$ cat config.mk
export PLATFORM = sky130hd
export DESIGN_NAME = i2c_reg_target
export DESIGN_NICKNAME = d
export VERILOG_FILES = /design/src/rtl/i2c_target_pkg.sv /design/src/rtl/i2c_line_filter.sv /design/src/rtl/i2c_reg_target.sv
export SDC_FILE = /design/constraint.sdc
export NUM_CORES = 1
export LEC_CHECK = 0
export ABC_AREA = 1
export CORE_ASPECT_RATIO = 2
export CORE_MARGIN = 2
export CORE_UTILIZATION = 25
export CTS_CLUSTER_DIAMETER = 120
export DETAILED_ROUTE_END_ITERATION = 6
export PLACE_DENSITY = 0.46
export SETUP_SLACK_MARGIN = 0.2
export SLEW_MARGIN = 0
export SYNTH_ARGS = -nofsm -noshare
export SYNTH_HDL_FRONTEND = slang
export SYNTH_SLANG_ARGS = --single-unit
$ cat constraint.sdc
create_clock -name clk -period 2.67 [get_ports clk]
set_input_delay 0.6675 -clock clk [delete_from_list [all_inputs] [get_ports clk]]
set_output_delay 0.6675 -clock clk [all_outputs]
set_load 0.1 [all_outputs]
$ cat src/rtl/i2c_target_pkg.sv
// Shared types and constants for the I2C register target.
// I2C_TARGET_READ_EN adds the read-side states to the state enum.
package i2c_target_pkg;

  localparam int unsigned BIT_CNT_W = 3;

  localparam logic ACK  = 1'b0;
  localparam logic NACK = 1'b1;

  typedef enum logic [3:0] {
    ST_IDLE,
    ST_ADDR,
    ST_IGNORE,
    ST_ACK_ADDR,
    ST_PTR,
    ST_ACK_PTR,
    ST_WDATA,
    ST_ACK_WDATA
`ifdef I2C_TARGET_READ_EN
    ,
    ST_RDATA,
    ST_MACK
`endif
  } state_e;

endpackage

$ cat src/rtl/i2c_line_filter.sv
// Two-flop synchronizer plus glitch filter for one I2C line, with
// one-cycle rise/fall pulses aligned to the filtered value changing.
module i2c_line_filter #(
  parameter int unsigned FILTER_LEN = 3
) (
  input  logic clk,
  input  logic rst,
  input  logic line_raw,
  output logic line_filt,
  output logic rise,
  output logic fall
);

  localparam int unsigned CNT_W = $clog2(FILTER_LEN + 1);
  localparam logic [CNT_W-1:0] CNT_LAST = CNT_W'(FILTER_LEN - 1);

  logic             sync_q1;
  logic             sync_q2;
  logic [CNT_W-1:0] cnt;

  // Filtered line follows only after FILTER_LEN consecutive differing samples.
  always_ff @(posedge clk) begin
    if (rst) begin
      sync_q1   <= 1'b1;
      sync_q2   <= 1'b1;
      line_filt <= 1'b1;
      cnt       <= '0;
      rise      <= 1'b0;
      fall      <= 1'b0;
    end else begin
      sync_q1 <= line_raw;
      sync_q2 <= sync_q1;
      rise    <= 1'b0;
      fall    <= 1'b0;
      if (sync_q2 == line_filt) begin
        cnt <= '0;
      end else if (cnt == CNT_LAST) begin
        line_filt <= sync_q2;
        rise      <= sync_q2;
        fall      <= ~sync_q2;
        cnt       <= '0;
      end else begin
        cnt <= cnt + CNT_W'(1);
      end
    end
  end

endmodule

$ cat src/rtl/i2c_reg_target.sv
// I2C target with a byte-addressed register file exposed as a flat bus.
// Define I2C_TARGET_READ_EN to compile in the controller-read path.
module i2c_reg_target
  import i2c_target_pkg::*;
#(
  parameter logic [6:0]  DEV_ADDR   = 7'h50,
  parameter int unsigned NUM_REGS   = 16,
  parameter int unsigned FILTER_LEN = 3
) (
  input  logic                        clk,
  input  logic                        rst,
  input  logic                        i2c_scl_i,
  input  logic                        i2c_sda_i,
  output logic                        i2c_sda_o,
  output logic                        i2c_sda_t,
  output logic [NUM_REGS*8-1:0]       regs_o,
  output logic                        wr_stb,
  output logic [$clog2(NUM_REGS)-1:0] wr_addr
);

  localparam int unsigned AW = $clog2(NUM_REGS);
`ifdef I2C_TARGET_READ_EN
  localparam int unsigned SHIFT_W = 8;
`else
  localparam int unsigned SHIFT_W = 7;
`endif

  logic scl_f, scl_rise, scl_fall;
  logic sda_f, sda_rise, sda_fall;

  state_e               state, state_n;
  logic [SHIFT_W-1:0]   shift, shift_n;
  logic [BIT_CNT_W-1:0] bit_cnt, bit_cnt_n;
  logic [AW-1:0]        ptr, ptr_n, wr_addr_n;
  logic                 sda_t_n, wr_stb_n, reg_we;
  logic [7:0]           regs [NUM_REGS];

  logic       scl_was_high, start_det, stop_det, last_bit;
  logic [7:0] byte_in;

  i2c_line_filter #(.FILTER_LEN(FILTER_LEN)) u_scl_filt (
    .clk      (clk),
    .rst      (rst),
    .line_raw (i2c_scl_i),
    .line_filt(scl_f),
    .rise     (scl_rise),
    .fall     (scl_fall)
  );

  i2c_line_filter #(.FILTER_LEN(FILTER_LEN)) u_sda_filt (
    .clk      (clk),
    .rst      (rst),
    .line_raw (i2c_sda_i),
    .line_filt(sda_f),
    .rise     (sda_rise),
    .fall     (sda_fall)
  );

  // START/STOP judged against SCL as it was before any simultaneous edge.
  assign scl_was_high = (scl_f & ~scl_rise) | scl_fall;
  assign start_det    = sda_fall & scl_was_high;
  assign stop_det     = sda_rise & scl_was_high;
  assign byte_in      = {shift[6:0], sda_f};
  assign last_bit     = &bit_cnt;
  assign i2c_sda_o    = 1'b0;

  always_comb begin
    state_n   = state;
    shift_n   = shift;
    bit_cnt_n = bit_cnt;
    ptr_n     = ptr;
    sda_t_n   = i2c_sda_t;
    wr_stb_n  = 1'b0;
    wr_addr_n = wr_addr;
    reg_we    = 1'b0;

    if (start_det) begin
      state_n   = ST_ADDR;
      bit_cnt_n = '0;
      sda_t_n   = NACK;
    end else if (stop_det) begin
      state_n = ST_IDLE;
      sda_t_n = NACK;
    end else begin
      case (state)
        ST_IDLE, ST_IGNORE: sda_t_n = NACK;

        ST_ADDR: begin
          sda_t_n = NACK;
          if (scl_rise) begin
            shift_n   = SHIFT_W'(byte_in);
            bit_cnt_n = bit_cnt + BIT_CNT_W'(1);
            if (last_bit) begin
              if (byte_in[7:1] != DEV_ADDR) begin
                state_n = ST_IGNORE;
`ifdef I2C_TARGET_READ_EN
              end else begin
                state_n = ST_ACK_ADDR;
`else
              end else if (byte_in[0]) begin
                state_n = ST_IGNORE;
              end else begin
                state_n = ST_ACK_ADDR;
`endif
              end
            end
          end
        end

        // ACK states: pull low on the fall after the byte, leave on the ACK rise.
        ST_ACK_ADDR: begin
          if (scl_fall) begin
            sda_t_n = ACK;
          end else if (scl_rise) begin
            bit_cnt_n = '0;
`ifdef I2C_TARGET_READ_EN
            if (shift[0]) begin
              state_n = ST_RDATA;
              shift_n = regs[ptr];
            end else begin
              state_n = ST_PTR;
            end
`else
            state_n = ST_PTR;
`endif
          end
        end

        ST_PTR: begin
          if (scl_fall) sda_t_n = NACK;
          if (scl_rise) begin
            shift_n   = SHIFT_W'(byte_in);
            bit_cnt_n = bit_cnt + BIT_CNT_W'(1);
            if (last_bit) begin
              ptr_n   = byte_in[AW-1:0];
              state_n = ST_ACK_PTR;
            end
          end
        end

        ST_ACK_PTR, ST_ACK_WDATA: begin
          if (scl_fall) begin
            sda_t_n = ACK;
          end else if (scl_rise) begin
            bit_cnt_n = '0;
            state_n   = ST_WDATA;
          end
        end

        ST_WDATA: begin
          if (scl_fall) sda_t_n = NACK;
          if (scl_rise) begin
            shift_n   = SHIFT_W'(byte_in);
            bit_cnt_n = bit_cnt + BIT_CNT_W'(1);
            if (last_bit) begin
              reg_we    = 1'b1;
              wr_stb_n  = 1'b1;
              wr_addr_n = ptr;
              ptr_n     = ptr + AW'(1);
              state_n   = ST_ACK_WDATA;
            end
          end
        end

`ifdef I2C_TARGET_READ_EN
        ST_RDATA: begin
          if (scl_fall) begin
            sda_t_n = shift[7];
            shift_n = {shift[6:0], 1'b1};
          end else if (scl_rise) begin
            bit_cnt_n = bit_cnt + BIT_CNT_W'(1);
            if (last_bit) begin
              ptr_n   = ptr + AW'(1);
              state_n = ST_MACK;
            end
          end
        end

        ST_MACK: begin
          if (scl_fall) begin
            sda_t_n = NACK;
          end else if (scl_rise) begin
            if (sda_f == ACK) begin
              shift_n   = regs[ptr];
              bit_cnt_n = '0;
              state_n   = ST_RDATA;
            end else begin
              state_n = ST_IGNORE;
            end
          end
        end
`endif

        default: begin
          state_n = ST_IDLE;
          sda_t_n = NACK;
        end
      endcase
    end
  end

  always_ff @(posedge clk) begin
    if (rst) begin
      state     <= ST_IDLE;
      shift     <= '0;
      bit_cnt   <= '0;
      ptr       <= '0;
      i2c_sda_t <= 1'b1;
      wr_stb    <= 1'b0;
      wr_addr   <= '0;
    end else begin
      state     <= state_n;
      shift     <= shift_n;
      bit_cnt   <= bit_cnt_n;
      ptr       <= ptr_n;
      i2c_sda_t <= sda_t_n;
      wr_stb    <= wr_stb_n;
      wr_addr   <= wr_addr_n;
    end
  end

  // Register file; written in the same cycle the strobe goes out.
  always_ff @(posedge clk) begin
    if (rst) begin
      for (int unsigned k = 0; k < NUM_REGS; k++) regs[k] <= '0;
    end else if (reg_we) begin
      regs[ptr] <= byte_in;
    end
  end

  for (genvar k = 0; k < NUM_REGS; k++) begin : g_regs
    assign regs_o[8*k +: 8] = regs[k];
  end

endmodule

# Yosys cells after proc, flatten, opt, wreduce, memory -nomap -nowiden
# Memory sizes are Yosys's and may differ from the RTL's.
# Index checks and enable logic that the tools add are counted.
[classes]
n_addsub = 4
n_eq_ne = 38
n_mux = 40
n_bitwise = 14
n_reduce_logical = 25
[op_table]
columns = ["cell", "n"]
rows = [
  ["4-bit two-way mux", 15],
  ["4-bit case mux with 6 select lines", 1],
  ["11-bit AND reduction", 2],
  ["3-bit OR reduction", 7],
  ["4-bit by 3-bit != test with 1-bit output (second input constant)", 5],
  ["4-bit != test (second input constant)", 5],
  ["2-bit by 1-bit != test with 1-bit output (second input constant)", 9],
  ["1-bit two-way mux", 17],
  ["4-bit by 3-bit equality test with 1-bit output (second input constant)", 4],
  ["7-bit AND reduction", 2],
  ["2-bit != test (second input constant)", 6],
  ["1-bit NOT", 10],
  ["3-bit two-way mux", 3],
  ["4-bit by 2-bit equality test with 1-bit output (second input constant)", 2],
  ["8-bit two-way mux", 1],
  ["4-bit case mux with 2 select lines", 1],
  ["2-bit OR reduction", 4],
  ["8-bit OR reduction", 1],
  ["7-bit != test (second input constant)", 1],
  ["3-bit case mux with 2 select lines", 1],
  ["2-bit AND reduction", 3],
  ["5-bit AND reduction", 1],
  ["2-bit by 1-bit adder with 2-bit output (second input constant)", 2],
  ["4-bit by 1-bit adder with 4-bit output (second input constant)", 1],
  ["12 further kinds", 17],
]
[totals]
reg_bits = 38
ram_bits = 128
output_inout_bits = 135
word_cells = 142
memories = 1
[memory_table]
columns = ["memory", "words", "word_bits", "read_ports", "rd_ports_with_merged_regs", "write_ports", "line", "source"]
rows = [
  ["regs", 16, 8, 16, 0, 16, "i2c_reg_target.sv:36", "logic [7:0] regs [NUM_REGS];"],
]

# Depth between registers and ports, before layout
# Gate-level depths: netlist of the first run.
[logic_depth]
ltp_word = 11
depth_mapped = 10
ltp_nobuf = 10

# Hierarchy
# From an unflattened synthesis of the first run, not the netlist that was laid out.
[unflattened]
cells_unflattened = 541
area_unflattened_um2 = 6381.1
[modules_own_cells]
columns = ["module", "n_inst", "cells_per_inst", "area_per_inst_um2"]
rows = [
  ["i2c_reg_target", 1, 491, 5905.7],
  ["i2c_line_filter", 2, 25, 237.7],
]

# Worst setup path after synthesis of the first run
# No wires, ideal clock.
[synth_timing]
path_kind = "input -> register"
start = "in rst"
end = "mem regs[12][0], enable pin"
setup_time_ns = 0.384
arrival_time_ns = 1.879
setup_slack_ns = 0.407
cell_stages = 5
path_buffers = 0
cell_sequence = "inv_1 nand2_1 inv_4 nand3_4 o21ai_0"
[synth_rtl]
columns = ["item", "line", "source"]
rows = [
  ["start: declaration", "i2c_reg_target.sv:11", "input logic rst,"],
  ["end: declaration", "i2c_reg_target.sv:36", ""],
]

==> results of run 1 <==
-- how the worst max path moves through the flow --
stage	startpoint	to	slack, ns	cells after the start
finish	bit_cnt[0]$_SDFFE_PP0P_	regs[15][7]$_SDFFCE_PN0P_	0.49	7
global route	bit_cnt[0]$_SDFFE_PP0P_	regs[15][3]$_SDFFCE_PN0P_	0.25	7
CTS	u_sda_filt.rise$_SDFF_PP0_	regs[15][0]$_SDFFCE_PN0P_	0.37	6
detailed placement	rst	regs[15][0]$_SDFFCE_PN0P_	0.07	7
global placement	rst	regs[15][5]$_SDFFCE_PN0P_	0.08	7
floorplan	rst	regs[12][0]$_SDFFCE_PN0P_	0.41	5
-- final cells by class --
cell class | count | area, sq um | share of cell area [%]
Timing Repair Buffer | 168 | 1270 | 14.8
Clock buffer | 24 | 505 | 5.89
Inverter | 31 | 119 | 1.38
Clock inverter | 8 | 46.3 | 0.539
Tap cell | 340 | 425 | 4.96
Multi-Input combinational cell | 304 | 1640 | 19.0
Sequential cell | 165 | 4580 | 53.4
-- kinds of logic after synthesis --
group,Yosys count
AND/OR/NAND/NOR,241
flip-flops,165
buffers and inverters,66
AO/OA/AOI/OAI,50
adder cells (fa/ha/maj),8
XOR/XNOR,4
other,1
-- power by group --
group | switching [W] | internal (W)
logic | 0.000845 | 0.000151
registers | 0.0000508 | 0.00286
clock network | 0.000971 | 0.00132
-- cell usage in the layout, fill, tap and decap left out, types with 3 or more instances in the layout --
master | synthesis | final
a21boi_0 | 3 | 3
a21oi_1 | 16 | 16
buf_4 | 2 | 165
clkbuf_1 | 23 | 3
clkbuf_16 | 0 | 19
clkdlybuf4s50_1 | 0 | 3
clkinv_1 | 9 | 9
clkinv_2 | 0 | 5
dfxtp_1 | 37 | 37
edfxtp_1 | 128 | 128
ha_1 | 8 | 8
inv_1 | 20 | 20
inv_4 | 1 | 3
nand2_1 | 48 | 48
nand3_1 | 12 | 12
nand3_4 | 4 | 4
nand4_1 | 3 | 3
nand4_2 | 3 | 3
nor2_1 | 52 | 52
nor3_1 | 103 | 103
nor3_2 | 4 | 4
o21ai_0 | 26 | 26
or2_2 | 4 | 4
xnor2_1 | 3 | 3
-- cell usage after synthesis (4+ instances only) --
master    count
nor2_1       52
o21ai_0      26
a21oi_1      16
or2_2         4
clkbuf_1     23
nor3_1      103
nand3_4       4
edfxtp_1    128
dfxtp_1      37
buf_6         9
clkinv_1      9
nand3_1      12
ha_1          8
nand2_1      48
inv_1        20
nor3_2        4
-- flip-flops by register name (all words and copies together), names as in the netlist, 2 cells and up --
| signal | count |
|---|---|
| bit_cnt | 3 |
| ptr | 4 |
| regs | 128 |
| shift | 7 |
| state | 3 |
| u_scl_filt.cnt | 2 |
| u_sda_filt.cnt | 2 |
| wr_addr | 4 |
-- stage by stage --
step	hold slack (ns)	total power (W)	setup WS [ns]	utilization (%)	area, sq um
floorplan	0.389	0.00375	0.407	-	6540
global placement	0.394	0.00397	0.0802	31.3	8030
detailed placement	0.398	0.00397	0.0701	31.3	8030
CTS	0.414	0.00627	0.375	33.4	8580
global route	0.426	0.00639	0.249	33.5	8580
finish	0.409	0.00620	0.492	33.5	8580
-- metal layers --
metal,vias to the layer above,share of wire [%],GRT usage (%)
met5,-,0,0
li1,2201,-,-
met3,22,3.6,3.26
met1,2251,34,12.9
met4,0,2.0,5.16
met2,114,60,28.7
-- worst max-delay path: stages, from the launching register on --
cell and delay [ns]:
dfxtp_1 0.36, ha_1 0.18, ha_1 0.15, nand2_1 0.17, nor2_8 0.28, nand3_4 0.19, o21ai_0 0.30, buf_4 0.24
-- timing repair --
action | in CTS | in global routing
gates resized for setup | 0 | 1
endpoints found under the hold margin | 0 | 0
endpoints found under the setup margin | 0 | 8
==> out/metrics.cfg, run 1 <==
[timing]
tightest_slew_ns = 0.845
final.period_utilization_pct = 81.6
rsz0062_at_grt = no
finClkSkew_ns = 0.0102
finalCriticalPeriod_ns = 2.18
slew_viol_final = 0
relSlewSlack_pct = 43.3
hold_viol = 0
fmax_mhz = 459
finalSetupTns_ns = 0
setup_viol_count_final = 0

[synthesis]
yosys.area_share.adder_pct = 1.53
muxShareOfSynthArea_pct = 0
synth_compound_area_share_pct = 4.13
synth_async_sr_flop_share_pct = 0
ys_types = 35
yosys_warnings = 0
yosysSeqAreaShare_pct = 70.1
post-synth-top-area-cell = edfxtp_1
avgSynthCellArea_sq_um = 12.2
synth_top_area_share_pct = 58.8
synth_edf_count = 128
synth-xor-area-share_pct = 0.536
syn-num-nets = 547
synthTopCellsByArea = edfxtp_1 59%, dfxtp_1 11%, nor3_1 7.9%, nor2_1 3.0%, nand2_1 2.8%
syn_inst = 535
ys.flop_type = edfxtp_1
synth_top_family_by_area = simple AND/OR/NAND/NOR gates
ys_ff_latch = 165
syn_area_sq_um = 6540
synth-simple-area-share_pct = 18.6

[worst_setup_path]
reg2reg_to = regs[15][7]$_SDFFCE_PN0P_
required_ns = 2.80
cp-end-kind = register
arrival_ns = 2.31
path_class = reg2reg
reg2reg_depth = 7
worstPathMaxFanout = 13
r2r_start = bit_cnt[0]$_SDFFE_PP0P_
critPathLaunchType = register
reg2reg_slack_ns = 0.49

[route]
wl_per_cell_um = 18.2
drtIter0Drc = 286
final_antenna_net_count = 0
totalWireLength_um = 18900
via_per_inst = 4.41
route.detailed.drc = 0
vias = 4588
dr.pass1.iters = 4

[min_path]
worstHoldStart = u_sda_filt.sync_q1$_SDFF_PP1_
holdPathEnd = u_sda_filt.sync_q2$_SDFF_PP1_
worst_hold_path.num_cells = 1
hold_path.class = reg2reg

[global_routing]
grt_pass1_wl_um = 28300
first_global_vias = 4772
overflow = 0
antenna_found_initial = 0
grt_usage_pct = 14.0
grt_max_degree = 36

[cells_and_area]
fillers = 2592
nNetsFinal = 699
diodes = 0
final_cells = 1040
area_delta_synth_final_pct = 31.3
layout-drive-gt1-share_pct = 31.0

[power]
ir_drop_uv = 336
p_leak_nw = 3.09
power_density_nw_per_um2 = 722

[clock_tree]
cts_root_buf = clkbuf_16
postCtsSetupBuffers = 0
cts_tree = done
hold_buffers = 0
cts_buffers = 17
cts.htree.levels = 4
clock_latency_ns = 0.43
path_clk_slew_ns = 0.06
cts_sinks = 165
clk_path_buf_depth = 2

[placed_design]
io_buffers = 137
place_hpwl_um = 13900
dp_cells = 1008
gp_congestion = 0.781

[die]
core_sq_um = 25700
die_x_um = 118
die_area_sq_um = 27500
die_h_um = 233
num_rows = 83
pin_count = 139
start_util_pct = 25.5

[run_status]
status = finished, final reports clean

[job]
cap_violations = 0

No activity file was read; power rests on OpenSTA's default activity.
==> run 2, diff against run 1 <==
- clock period: 2.67 -> 2.05 ns (I/O delays scaled with it)
==> run 2 against run 1 <==
  * Cell area up 6.8%
  * Clock skew down 0.0025 ns
  * Core utilization up 2.3 points
  * Critical path depth up 1
  * Total power up 31%
  * Global-route usage up 0.31 points
  * Maximum frequency up 23%
  * Combinational power up 35%
  * Routed wire length up 3.2%
  * Highest routed layer unchanged
==> out/metrics.cfg, run 2 (synthesis gave the netlist of run 1 again) <==
[die]
start_util_pct = 25.5
core_sq_um = 25700
die_h_um = 233
num_rows = 83
die_area_sq_um = 27500
die_x_um = 118
pin_count = 139

[clock_tree]
cts_tree = done
clock_latency_ns = 0.43
clk_path_buf_depth = 2
path_clk_slew_ns = 0.06
cts_sinks = 165
cts_root_buf = clkbuf_16
cts_buffers = 17
cts.htree.levels = 4

[min_path]
worstHoldStart = u_sda_filt.sync_q1$_SDFF_PP1_
hold_path.class = reg2reg

[route]
drtIter0Drc = 196
final_antenna_net_count = 0
totalWireLength_um = 19500
dr.pass1.iters = 5
vias = 4741
route.detailed.drc = 0
via_per_inst = 4.41
wl_per_cell_um = 18.1

[cells_and_area]
multi_input_area_sq_um = 1710
fin_util_pct = 35.8
diodes = 0
layout_commonest_cell = buf_4
top_register = regs
fillers = 2566
largest_reg_flops = 128
reg_top3 = regs: 128 flops, shift: 7 flops
seq_area_sq_um = 4590
nNetsFinal = 735
mostFrequentLayoutCells = 178 x buf_4, 128 x edfxtp_1, 103 x nor3_1
area_delta_synth_final_pct = 40.3
layout-drive-gt1-share_pct = 36.5

[global_routing]
antenna_found_initial = 0
grt_max_degree = 23
grt_usage_pct = 14.3
overflow = 0
grt_pass1_wl_um = 28700
first_global_vias = 4867

[timing]
setup_viol_count_final = 0
relSlewSlack_pct = 62.8
hold_viol = 0
fmax_mhz = 566
tightest_slew_ns = 0.554
rsz0062_at_grt = yes
final.period_utilization_pct = 86.2
finalSetupTns_ns = 0
finalCriticalPeriod_ns = 1.77
finClkSkew_ns = 0.00770
slew_viol_final = 0

[worst_setup_path]
crit_start = bit_cnt[1]$_SDFFE_PP0P_
arrival_ns = 1.91
required_ns = 2.20
r2r_start = bit_cnt[1]$_SDFFE_PP0P_
cp-end-kind = register
path_buf_inv = 2
cpPeakStageDelay_ns = 0.37
path_class = reg2reg
worstPathMaxFanout = 8
slowest_stage = dfxtp_1
cp_top_family = flip-flops
critPathLaunchType = register
crit_top_cell = ha_4
cp_cell_sequence = ha_4 > ha_4 > nand2_4 > nor2_8 > buf_12 > nand3_4 > o21ai_2 > buf_6

[power]
internal-power_w = 0.00570
p_sw_share_pct = 30.1
p_leak_nw = 3.35
switchingPower_w = 0.00246
power_frac_seq_pct = 46.6
power_density_nw_per_um2 = 889
power_frac_comb_pct = 16.5
ir_drop_uv = 466
pwr-share-clk_pct = 36.9

[placed_design]
io_buffers = 137
place_hpwl_um = 14600
gp_congestion = 0.781

[job]
cap_violations = 0

[run_status]
status = finished, final reports clean

-- run 2: changes by cell type in the layout (fill, tap and decap cells not counted), sizes merged --
cell    delta
clkbuf     -2
inv        +2
buf       +35
nand3      +1
-- run 2: worst paths after layout --
path | to | slack, ns | cells past startpoint
min | u_sda_filt.sync_q2$_SDFF_PP1_ | 0.41 | 1
min reg2reg | u_sda_filt.sync_q2$_SDFF_PP1_ | 0.41 | 1
max | regs[11][0]$_SDFFCE_PN0P_ | 0.28 | 8
max reg2reg | regs[11][0]$_SDFFCE_PN0P_ | 0.28 | 8
-- run 2: timing repair --
item,CTS,global route
hold buffers,0,0
gates cloned,1,0
gates resized for setup,9,13
pin swaps,3,3
setup buffers,4,3
endpoints found under the setup margin,133,135
-- run 2: metal layers --
layer / up-vias / GRT usage (%) / part of all wire, % / routed length (um)
met4: 0 / 8.21 / 4.4 / 859
met2: 124 / 28.9 / 59 / 11600
met5: - / 0 / 0 / 0
met3: 42 / 2.89 / 3.5 / 674
li1: 2280 / - / - / -
met1: 2295 / 12.6 / 33 / 6400
-- run 2: area by class of cell --
| cell class | instances | share of cell area (%) |
|---|---|---|
| inverters | 31 | 1.32 |
| clock buffers | 22 | 5.43 |
| flip-flops and latches | 165 | 50.0 |
| repair buffers | 203 | 19.2 |
| clock inverters | 10 | 0.709 |
| multi-input cells | 305 | 18.6 |
| well taps | 340 | 4.64 |
-- run 2: power groups by stage --
stage	sequential (W)	combinational, W	clock, W
floorplan	0.00480	0.0000802	0
global placement	0.00388	0.00134	0
detailed placement	0.00388	0.00135	0
CTS	0.00380	0.00135	0.00309
global route	0.00381	0.00137	0.00320
finish	0.00380	0.00134	0.00301
-- run 2: stage by stage --
step / power [W] / instances / worst slack (ns) / hold slack, ns / instance area (sq um)
floorplan: 0.00488 / 535 / 0.0537 / 0.389 / 6550
global placement: 0.00522 / 1036 / -0.175 / 0.393 / 8450
detailed placement: 0.00522 / 1036 / -0.154 / 0.394 / 8450
CTS: 0.00824 / 1073 / 0.200 / 0.411 / 9090
global route: 0.00838 / 1076 / 0.194 / 0.414 / 9170
finish: 0.00815 / 1076 / 0.283 / 0.409 / 9170
==> run 3, diff against run 2 <==
- clock period: 2.05 -> 2.1 ns (I/O delays scaled with it)
==> run 3 against run 2 <==
  * Hold slack gained 0.0078 ns
  * Routed wire length shrank 0.61%
  * Largest power group unchanged
  * Cell area shrank 1.6%
==> out/metrics.cfg, run 3 (synthesis gave the netlist of run 1 again) <==
[clock_tree]
cts_sinks = 165
hold_buffers = 0
cts_buffers = 17
clk_path_buf_depth = 2
clock_latency_ns = 0.44
cts_root_buf = clkbuf_16
path_clk_slew_ns = 0.07
cts.htree.levels = 4
cts_tree = done

[global_routing]
use_met1_pct = 12.4
use_met3_pct = 2.84
grt_usage_pct = 14.2
grt_max_degree = 36
first_global_vias = 4844
grt_pass1_wl_um = 28400
grt-busiest-layer = met2
gr-usage-met2_pct = 29.3
antenna_found_initial = 0
overflow = 0

[placed_design]
place_area_sq_um = 8370
gp_congestion = 0.782
place_hpwl_um = 14400
io_buffers = 137

[route]
dr.pass1.iters = 4
wl_per_cell_um = 18.0
final_antenna_net_count = 0
route.detailed.drc = 0
via_per_inst = 4.39
totalWireLength_um = 19400
vias = 4714
drtIter0Drc = 333

[worst_setup_path]
path_class = reg2reg
worstPathMaxFanout = 8
required_ns = 2.25
cp-end-kind = register
arrival_ns = 2.02
critPathLaunchType = register

[die]
num_rows = 83
start_util_pct = 25.5
core_sq_um = 25700
die_h_um = 233
die_area_sq_um = 27500
pin_count = 139
die_x_um = 118

[power]
ir_drop_uv = 410
power_density_nw_per_um2 = 891
p_leak_nw = 3.30
power.total_w = 0.00805

[timing]
fmax_mhz = 534
finClkSkew_ns = 0.0132
relSlewSlack_pct = 44.9
holdWs_ns = 0.416
setup_viol_count_final = 0
final.period_utilization_pct = 89.2
rsz0062_at_grt = yes
hold_viol = 0
tightest_slew_ns = 0.821
finalCriticalPeriod_ns = 1.87
finalSetupTns_ns = 0
slew_viol_final = 0

[cells_and_area]
area_delta_synth_final_pct = 38.1
layout-drive-gt1-share_pct = 35.7
fillers = 2544
diodes = 0
nNetsFinal = 733
largest_reg_flops = 128
multi_input_area_sq_um = 1650
fin_util_pct = 35.2
top_register = regs
layout_commonest_cell = buf_4
reg_top3 = regs: 128 flops, shift: 7 flops
fin_area_sq_um = 9030
seq_area_sq_um = 4590
mostFrequentLayoutCells = 186 x buf_4, 128 x edfxtp_1, 103 x nor3_1

[run_status]
status = finished, final reports clean

[min_path]
hold_path.class = reg2reg

[job]
cap_violations = 0

-- run 3: critical path: stages (launching register included) --
cell and delay [ns]:
dfxtp_2 0.34, ha_2 0.18, ha_1 0.15, nand2_2 0.10, nor2_8 0.19, buf_6 0.14, nand3_4 0.13, o21ai_1 0.16
buf_4 0.19
-- run 3: layout make-up --
type / instances / area share, %
Sequential cell: 165 / 50.8
Timing Repair Buffer: 202 / 18.4
Multi-Input combinational cell: 304 / 18.3
Clock buffer: 24 / 5.82
Tap cell: 340 / 4.71
Inverter: 31 / 1.32
Clock inverter: 8 / 0.624
-- run 3: metrics by stage --
stage / worst slack, ns / std cells
2_1_floorplan: 0.104 / 535
3_3_place_gp: -0.132 / 1036
3_5_place_dp: -0.144 / 1036
4_1_cts: 0.206 / 1071
5_1_grt: 0.146 / 1074
6_report: 0.227 / 1074
-- run 3: report_power, final --
group          internal (W)  switching [W]
Combinational      0.000215        0.00108
Sequential          0.00364      0.0000660
Clock               0.00177        0.00129
-- run 3: path summary, 6_finish.rpt --
path	start	to	slack (ns)	cells after the start
max	bit_cnt[0]$_SDFFE_PP0P_	regs[11][6]$_SDFFCE_PN0P_	0.23	8
min	u_scl_filt.cnt[0]$_SDFF_PP0_	u_scl_filt.cnt[0]$_SDFF_PP0_	0.42	1
max reg2reg	bit_cnt[0]$_SDFFE_PP0P_	regs[11][6]$_SDFFCE_PN0P_	0.23	8
min reg2reg	u_scl_filt.cnt[0]$_SDFF_PP0_	u_scl_filt.cnt[0]$_SDFF_PP0_	0.42	1
-- run 3: per-layer routing --
metal | vias up | part of all wire [%]
li1 | 2281 | -
met1 | 2291 | 33
met2 | 114 | 61
met3 | 28 | 3.0
met4 | 0 | 3.0
met5 | - | 0
-- run 3: what timing repair did --
action / 4_1_cts / 5_1_grt
endpoints found under the hold margin: 0 / 0
setup endpoints to repair: 87 / 70
setup buffers: 3 / 3
resized for setup: 5 / 6
pin swaps: 3 / 2
